[src/rtl/adder_operand_sequencer.sv]
// Operand sequencer for a ripple-carry adder. Debounced key presses capture A+cin and then B.
// After a settle delay it registers the adder's sum for display.
module adder_operand_sequencer #(
  parameter int bits            = 4,
  parameter int DEBOUNCE_CYCLES = 1000,
  parameter int SETTLE_CYCLES   = 2
) (
  input  logic              clk,
  input  logic              reset,
  input  logic [bits-1:0]   sw_val,
  input  logic              sw_cin,
  input  logic              key_n,
  output logic [2*bits:0]   adder_in,
  input  logic [bits:0]     adder_sum,
  output logic [bits:0]     result,
  output logic              result_vld,
  output logic [1:0]        state_o
);

  localparam int DW = $clog2(DEBOUNCE_CYCLES + 1);
  localparam int SW = (SETTLE_CYCLES > 1) ? $clog2(SETTLE_CYCLES) : 1;

  typedef enum logic [1:0] {
    WAIT_A = 2'b00,
    WAIT_B = 2'b01,
    SETTLE = 2'b10,
    SHOW   = 2'b11
  } state_t;

  // Key path: the synchronizer idles at 1 because the button is active-low.
  logic          key_meta_q, key_sync_q;
  logic          deb_q;
  logic [DW-1:0] db_cnt_q;
  logic          press_q;
  logic          key_pressed;

  assign key_pressed = ~key_sync_q;

  always_ff @(posedge clk) begin
    if (reset) begin
      key_meta_q <= 1'b1;
      key_sync_q <= 1'b1;
      deb_q      <= 1'b0;
      db_cnt_q   <= '0;
      press_q    <= 1'b0;
    end else begin
      key_meta_q <= key_n;
      key_sync_q <= key_meta_q;
      press_q    <= 1'b0;
      if (key_pressed != deb_q) begin
        if (db_cnt_q == DW'(DEBOUNCE_CYCLES - 1)) begin
          deb_q    <= key_pressed;
          db_cnt_q <= '0;
          press_q  <= key_pressed;
        end else begin
          db_cnt_q <= db_cnt_q + 1'b1;
        end
      end else begin
        db_cnt_q <= '0;
      end
    end
  end

  // Operand/result FSM.
  state_t          state_q, state_d;
  logic [bits-1:0] op_a_q, op_a_d;
  logic [bits-1:0] op_b_q, op_b_d;
  logic            cin_q, cin_d;
  logic [bits:0]   result_q, result_d;
  logic            vld_q, vld_d;
  logic [SW-1:0]   settle_q, settle_d;

  always_ff @(posedge clk) begin
    if (reset) begin
      state_q  <= WAIT_A;
      op_a_q   <= '0;
      op_b_q   <= '0;
      cin_q    <= 1'b0;
      result_q <= '0;
      vld_q    <= 1'b0;
      settle_q <= '0;
    end else begin
      state_q  <= state_d;
      op_a_q   <= op_a_d;
      op_b_q   <= op_b_d;
      cin_q    <= cin_d;
      result_q <= result_d;
      vld_q    <= vld_d;
      settle_q <= settle_d;
    end
  end

  always_comb begin
    state_d  = state_q;
    op_a_d   = op_a_q;
    op_b_d   = op_b_q;
    cin_d    = cin_q;
    result_d = result_q;
    vld_d    = vld_q;
    settle_d = settle_q;
    case (state_q)
      WAIT_A: begin
        if (press_q) begin
          op_a_d  = sw_val;
          cin_d   = sw_cin;
          vld_d   = 1'b0;
          state_d = WAIT_B;
        end
      end
      WAIT_B: begin
        if (press_q) begin
          op_b_d   = sw_val;
          settle_d = '0;
          state_d  = SETTLE;
        end
      end
      SETTLE: begin
        // Presses are deliberately ignored while the adder output settles.
        if (settle_q == SW'(SETTLE_CYCLES - 1)) begin
          result_d = adder_sum;
          vld_d    = 1'b1;
          state_d  = SHOW;
        end else begin
          settle_d = settle_q + 1'b1;
        end
      end
      SHOW: begin
        if (press_q) begin
          state_d = WAIT_A;
        end
      end
      default: state_d = WAIT_A;
    endcase
  end

  assign adder_in   = {cin_q, op_a_q, op_b_q};
  assign result     = result_q;
  assign result_vld = vld_q;
  assign state_o    = state_q;

endmodule

[config.mk]
export PLATFORM = sky130hd
export DESIGN_NAME = adder_operand_sequencer
export DESIGN_NICKNAME = d
export VERILOG_FILES = /design/src/rtl/adder_operand_sequencer.sv
export SDC_FILE = /design/constraint.sdc
export NUM_CORES = 1
export LEC_CHECK = 0
export BUFFER_PORTS_ARGS = -buffer_cell sky130_fd_sc_hd__buf_2
export CORE_ASPECT_RATIO = 0.6
export CORE_MARGIN = 2
export CORE_UTILIZATION = 45
export CTS_CLUSTER_DIAMETER = 120
export DETAILED_ROUTE_END_ITERATION = 12
export PLACE_DENSITY = 0.66
export SLEW_MARGIN = 20
export SYNTH_ARGS = -nofsm -noshare
export SYNTH_HDL_FRONTEND = slang
export SYNTH_SLANG_ARGS = --single-unit
[constraint.sdc]
create_clock -name clk -period 1.6 [get_ports clk]
set_input_delay 0.32 -clock clk [delete_from_list [all_inputs] [get_ports clk]]
set_output_delay 0.32 -clock clk [all_outputs]
set_load 0.05 [all_outputs]
== Word-level counts from Yosys, hierarchy flattened ==
Cells that the tools add are included.

* Output and inout port bits: 17
* Word-level logic and storage cells: 48
* Input bits: 13
* Register bits after elaboration: 32

* Bitwise operators: 3
* Equal/unequal tests: 9
* Reduce and logical (&&, ||, !) cells: 12
* Add/sub/neg operators: 2
* Multiplexer cells: 10

{| class="wikitable"
|+ Operators by type and width
! cell !! count
|-
| $add A10 B1 Y10 const B || 1
|-
| $eq A10 B10 Y1 const B || 1
|-
| $reduce_and A2 Y1 || 5
|-
| $mux W2 || 4
|-
| $ne A2 B2 Y1 const B || 4
|-
| $pmux W2 S4 || 1
|-
| $reduce_or A3 Y1 || 2
|-
| $eq A2 B2 Y1 const B || 2
|-
| $pmux W1 S2 || 2
|-
| $reduce_and A4 Y1 || 1
|-
| $reduce_bool A2 Y1 || 2
|-
| $mux W1 || 3
|-
| $not A1 Y1 || 3
|-
| $reduce_and A3 Y1 || 1
|-
| $eq A2 B1 Y1 const B || 1
|-
| $logic_not A2 Y1 || 1
|-
| $add A1 B1 Y1 const B || 1
|-
| $ne A1 B1 Y1 || 1
|}

== Logic depth before layout (Yosys ltp) ==
Gate-level depths: netlist of the first run.

* Depth in word-level cells: 4
* Mapped depth: 7
* Mapped depth without buffers: 6

== Least setup slack after synthesis of the first run ==
OpenSTA, ideal clock, no wires.

* Path kind: register to register
* Start point: register state_q[0], in the netlist state_o[0]
* End point: register state_q[1], in the netlist state_o[1]
* Library setup time: 0.128 ns
* Cell stages (with the launch flop): 8
* Path buffers: 1
* Arrival time: 1.677 ns
* Setup slack: -0.205 ns
* Required time: 1.472 ns
* Clock period less this slack: 1.805 ns
* Path through: dfxtp_1 > inv_1 > ha_1 > clkbuf_2 > nor3_2 > o22ai_1 > mux2i_1 > nor2_1

* Longest elaborated chain between the ends: 3
* Elaborated cells between the ends (all ways): 10
* Those cells by class: eq/ne (7); mux (1); reduce/logical (2)

{| class="wikitable"
|+ RTL lines
! what !! line !! source
|-
| from (decl) || 65 || <nowiki>state_t state_q, state_d;</nowiki>
|-
| from (signal assigned) || 83 || <nowiki>state_q <= state_d;</nowiki>
|-
| $eq A2 B2 Y1 (tied with other cells) || 101 || <nowiki>case (state_q)</nowiki>
|-
| $ne A2 B2 Y1 (no source line) || - ||
|-
| $reduce_and A4 Y1 (no source line) || - ||
|}

Several ways; a longest one is shown, not always the timed one.
A chain may end at the register's enable or synchronous reset.

== Final worst setup path of the first run ==
* Start point: register state_q[1], in the netlist state_o[1]
* End point: register state_q[1], in the netlist state_o[1]

Same word-level chain as after synthesis.

==> impl_metrics.json, run 1 <==
{
  "gp_congestion": 0.7931,
  "synthFlopType": "dfxtp_1",
  "hold_violations": 0,
  "row_count": 15,
  "critPathLaunchType": "flip-flop",
  "drt_wl_total_um": 2813,
  "setup_tns_ns": 0,
  "fin_skew_ns": 0.003998,
  "tightest_slew_ns": 0.4671,
  "dr.pass1.iters": 4,
  "cts.hold.buffers_added": 0,
  "fin_util_pct": 56.82,
  "final_cell_mix": "dfxtp_1 (30), buf_2 (29), nand2_1 (23), a21oi_1 (19), nand3_1 (18)",
  "clock-sinks": 32,
  "netSwitchingPower_w": 0.0003888,
  "async_flop_share_pct": 0,
  "clkPwrFrac_pct": 38.9,
  "core_mm2": 0.002872,
  "max_freq_mhz": 675.2,
  "yosysUniqueCellTypes": 35,
  "cts_buffers": 5,
  "drv_slew": 0,
  "seq_area_frac_synth_pct": 47.50,
  "ir_drop_mv": 0.4881,
  "cts_tree": "done",
  "final_common_cell": "dfxtp_1",
  "ys_ff_latch": 32,
  "synthToLayoutAreaGrowth_pct": 20.96,
  "track_usage_pct": 18.10,
  "initial_core_util_pct": 46.97,
  "syn_inst": 155,
  "critPathKind": "flip-flop to flip-flop",
  "clock_path_buffers": 2,
  "synth_edf_count": 0,
  "grt_pass1_vias": 977,
  "multi_input_area_um2": 674.4,
  "cap_violations": 0,
  "internal_power_w": 0.001219,
  "yosys-top-cells-area": "dfxtp_1 (47%), a21oi_1 (7.1%), nand3_1 (6.7%)",
  "vias_per_cell": 4.934,
  "yosysTopAreaCell": "dfxtp_1",
  "setup-violations-final": 0,
  "fillers": 260,
  "grt_overflow": 0,
  "cts_root_buf": "clkbuf_8",
  "drive_above_1_share_pct": 28.34,
  "insertion_delay_ns": 0.27,
  "met1_length_um": 1524,
  "dieWidth_um": 74.68,
  "synth_top_area_share_pct": 47.50,
  "pwr-share-comb_pct": 10.2,
  "avgSynthCellArea_um2": 8.702,
  "power_density_mw_per_mm2": 985.7,
  "grt_max_degree": 25,
  "die_area_mm2": 0.003466,
  "worst_slew_margin_rel_pct": 68.82,
  "io_pins": 30,
  "synth_fp_nets": 174,
  "via_count": 1130,
  "drtIter0Drc": 87,
  "port_buffers": 29,
  "seq_power_share_pct": 50.9,
  "antenna_cells": 0,
  "cts.htree.levels": 2,
  "top_layer": "met4",
  "wl_met2_um": 1092,
  "die_y_um": 46.41,
  "hp-class": "input port to flip-flop",
  "clk_pin_slew_ns": 0.06,
  "ant_nets": 0,
  "ys_warn_count": 0,
  "drc": 0,
  "arrival_ns": 1.63,
  "fin_crit_ns": 1.481,
  "hpwlAfterDp_um": 2068,
  "syn_area_mm2": 0.001349,
  "regArea_um2": 643.1,
  "wl_per_cell_um": 12.28,
  "leakage_nw": 0.6514,
  "finalPower_w": 0.001608,
  "grt_pass1_wl_um": 4505,
  "antenna_found_initial": 0,
  "crit_fanout": 7,
  "period_share_pct": 92.56,
  "rsz0062_at_grt": "yes",
  "worstPathRequired_ns": 1.75,
  "end_kind": "flip-flop",
  "status": "complete, no violations",
  "dr_wl_met3_um": 166,
  "final_nets": 205,
  "switching_share_pct": 24.18
}
## power groups by stage
stage	sequential, W	clock [W]	combinational [W]
3_3_place_gp	0.000834	0	0.000148
6_report	0.000818	0.000626	0.000164
5_1_grt	0.000819	0.000678	0.000181
3_5_place_dp	0.000836	0	0.000155
4_1_cts	0.000818	0.000636	0.000156
2_1_floorplan	0.000856	0	0.0000839
## synthesized netlist by cell type (2+ instances only)
cell type,n
nand2_1,23
xnor2_1,3
buf_2,2
ha_1,6
nand3_1,18
clkbuf_1,3
and3_1,3
nor3_1,4
a21oi_2,2
nor3_2,2
dfxtp_1,32
xor2_1,2
inv_1,3
a21oi_1,19
a21o_1,2
nor2_1,10
or2_2,3
## cells by family after synthesis
group	Yosys count	share of synthesized area (%)
and+or+nand+nor	73	27.28
AOI/OAI and AO/OA	28	12.34
xor gates and xnor gates	5	3.247
muxes	1	0.7421
buffers and inverters	10	3.339
adders and majority gates	6	5.566
DFF	32	47.50
## registers in the layout (all words and copies together) (netlist names), 2 cells and up
signal	flops
db_cnt_q	10
op_a_q	4
op_b_q	4
result	5
state_o	2
## per-stage QoR
stage	hold WS (ns)	cells	instance area, µm²	setup slack (ns)
5_1_grt	0.2148	229	1632	-0.006902
3_5_place_dp	0.3944	221	1530	0.1253
3_3_place_gp	0.3951	221	1530	0.2464
6_report	0.2237	229	1632	0.1190
2_1_floorplan	0.3895	155	1351	0.009739
4_1_cts	0.2201	229	1620	0.09940
## area by class of cell
| class | count | share of cell area, % |
|---|---|---|
| Sequential cell | 32 | 39.42 |
| Multi-Input combinational cell | 113 | 41.33 |
| Inverter | 3 | 0.6902 |
| Clock buffer | 8 | 5.521 |
| Timing Repair Buffer | 31 | 9.816 |
| Tap cell | 42 | 3.221 |
## final timing paths
path | slack (ns) | depth (start not counted) | from | to
setup / recovery | 0.12 | 6 | state_o[1] | state_o[1]
hold / removal | 0.22 | 2 | key_n | key_meta_q
setup reg to reg | 0.12 | 6 | state_o[1] | state_o[1]
hold reg to reg | 0.41 | 1 | key_meta_q | key_sync_q
## repair_timing
action	CTS	global route
buffers inserted	0	0
setup endpoints to repair	0	2
gates resized for setup	0	2
## critical path, stage by stage (launching register included)
cell	delay (ns)
dfxtp_2	0.36
inv_1	0.09
ha_1	0.27
nor3_2	0.25
o22ai_2	0.13
mux2i_1	0.19
nor2_1	0.06
## layer usage
metal | vias to the layer above | global-route usage, %
li1 | 595 | -
met1 | 497 | 25.60
met2 | 34 | 25.13
met3 | 4 | 7.440
met4 | 0 | 5.357
met5 | - | 0
Power figures use the tool's default switching activity.
==> inputs of run 2 (changes only) <==
--- a/config.mk
+++ b/config.mk
@@ -6,12 +6,15 @@
 export NUM_CORES = 1
 export LEC_CHECK = 0
 export BUFFER_PORTS_ARGS = -buffer_cell sky130_fd_sc_hd__buf_2
+export CELL_PAD_IN_SITES_DETAIL_PLACEMENT = 2
+export CELL_PAD_IN_SITES_GLOBAL_PLACEMENT = 2
 export CORE_ASPECT_RATIO = 0.6
 export CORE_MARGIN = 2
-export CORE_UTILIZATION = 45
+export CORE_UTILIZATION = 31
 export CTS_CLUSTER_DIAMETER = 120
 export DETAILED_ROUTE_END_ITERATION = 12
-export PLACE_DENSITY = 0.66
+export PLACE_DENSITY = 0.75
+export SETUP_SLACK_MARGIN = 0.2
 export SLEW_MARGIN = 20
 export SYNTH_ARGS = -nofsm -noshare
 export SYNTH_HDL_FRONTEND = slang
==> impl_metrics.json, run 2 (synthesis results as in run 1) <==
{
  "status": "complete, no violations",
  "dr.pass1.iters": 4,
  "worst_slew_margin_rel_pct": 66.45,
  "clock_path_buffers": 2,
  "io_pins": 30,
  "final_common_cell": "buf_2",
  "path_cells": "nand3_1 -> nor2_4 -> a31oi_1 -> o221a_2",
  "max_freq_mhz": 753.8,
  "seq_power_share_pct": 47.3,
  "grt_pass1_wl_um": 6272,
  "hpwlAfterDp_um": 3012,
  "finalPower_w": 0.001746,
  "power_density_mw_per_mm2": 976.7,
  "drtIter0Drc": 42,
  "antenna_cells": 0,
  "drive_above_1_share_pct": 35.98,
  "port_buffers": 29,
  "tightest_slew_ns": 0.5025,
  "fin_skew_ns": 0.005051,
  "final_cell_mix": "buf_2 (29), dfxtp_1 (28), nand2_1 (23), a21oi_1 (19), nand3_1 (17)",
  "end_kind": "flip-flop",
  "ant_nets": 0,
  "via_count": 1202,
  "critPathLaunchType": "flip-flop",
  "internal_power_w": 0.001296,
  "cap_violations": 0,
  "hp-class": "input port to flip-flop",
  "die_area_mm2": 0.004912,
  "vias_per_cell": 4.827,
  "cts_buffers": 5,
  "cts.hold.buffers_added": 0,
  "hold_violations": 0,
  "initial_core_util_pct": 32.55,
  "critical_path_buf_inv_count": 0,
  "switching_share_pct": 25.79,
  "crit_family": "simple AND/OR/NAND/NOR gates",
  "rsz0062_at_grt": "yes",
  "period_share_pct": 82.91,
  "dieWidth_um": 89.16,
  "fin_util_pct": 43.15,
  "drv_slew": 0,
  "drc": 0,
  "critPathKind": "flip-flop to flip-flop",
  "row_count": 18,
  "insertion_delay_ns": 0.28,
  "cts_root_buf": "clkbuf_8",
  "cpPeakStageDelay_ns": 0.44,
  "clock-sinks": 32,
  "place_area_mm2": 0.001578,
  "worstPathRequired_ns": 1.77,
  "fin_area_mm2": 0.001788,
  "wl_per_cell_um": 16.52,
  "gp_congestion": 0.7255,
  "pwr-share-comb_pct": 12.3,
  "synthToLayoutAreaGrowth_pct": 32.56,
  "drt_wl_total_um": 4114,
  "track_usage_pct": 17.74,
  "grt_pass1_vias": 1262,
  "final_nets": 207,
  "clk_pin_slew_ns": 0.07,
  "cts.htree.levels": 2,
  "grt_max_degree": 25,
  "die_y_um": 55.10,
  "netSwitchingPower_w": 0.0004503,
  "largest_register_ff_count": 10,
  "setup_tns_ns": 0,
  "grt_overflow": 0,
  "core_mm2": 0.004144,
  "crit_fanout": 5,
  "clkPwrFrac_pct": 40.4,
  "regMostFlops": "db_cnt_q",
  "setup-violations-final": 0,
  "cts_tree": "done",
  "arrival_ns": 1.50,
  "leakage_nw": 0.6728,
  "fin_crit_ns": 1.327,
  "crit_slowest_cell": "dfxtp_1",
  "ir_drop_mv": 0.3913,
  "antenna_found_initial": 0
}
==> run 2: cell count changes in the layout (fill, tap and decap cells not counted), sizes merged <==
cell and delta:
clkbuf -1, clkinv +1, buf +2
==> run 2: timing repair <==
item,4_1_cts,5_1_grt
gates cloned,0,0
setup buffers,0,1
resized for setup,8,12
setup endpoints to repair,4,9
pin swaps,2,3
==> run 2: worst register-to-register path: stages (launching register included) <==
cell,delay (ns)
dfxtp_1,0.44
nand3_1,0.24
nor2_4,0.21
a31oi_1,0.06
o221a_2,0.27
==> run 2: routing by layer <==
| layer | vias up | track usage (%) | share of wire, % |
|---|---|---|---|
| met5 | - | 0 | 0 |
| li1 | 595 | - | - |
| met1 | 582 | 21.91 | 48 |
| met3 | 4 | 4.896 | 3.8 |
| met4 | 0 | 4.478 | 0.73 |
| met2 | 21 | 31.23 | 48 |
==> run 2: path summary, 6_finish.rpt <==
path	from	slack (ns)	to	cells after the start
max reg2reg	db_cnt_q[2]	0.27	db_cnt_q[7]	4
min	key_n	0.22	key_meta_q	2
max	db_cnt_q[2]	0.27	db_cnt_q[7]	4
min reg2reg	key_meta_q	0.43	key_sync_q	1
==> run 2: power by group through the flow <==
stage          combinational [W]  sequential (W)  clock, W
6_report                0.000215        0.000826  0.000705
5_1_grt                 0.000238        0.000828  0.000757
4_1_cts                 0.000180        0.000820  0.000729
3_5_place_dp            0.000169        0.000837         0
3_3_place_gp            0.000161        0.000836         0
2_1_floorplan          0.0000955        0.000857         0
==> run 2: per-stage QoR <==
step	cells	hold slack, ns	setup slack (ns)
6_report	249	0.2171	0.2734
4_1_cts	248	0.2129	0.2267
3_3_place_gp	240	0.3988	0.2510
5_1_grt	249	0.2281	0.1791
2_1_floorplan	155	0.3895	0.2107
3_5_place_dp	240	0.4044	0.1465
==> run 2: cell type report <==
cell class | instances | area [µm²]
Timing Repair Buffer | 33 | 175.2
Clock inverter | 1 | 5.005
Multi-Input combinational cell | 113 | 768.2
Fill cell | 471 | 2356
Inverter | 3 | 16.27
Clock buffer | 7 | 97.59
Sequential cell | 32 | 650.6
Tap cell | 60 | 75.07
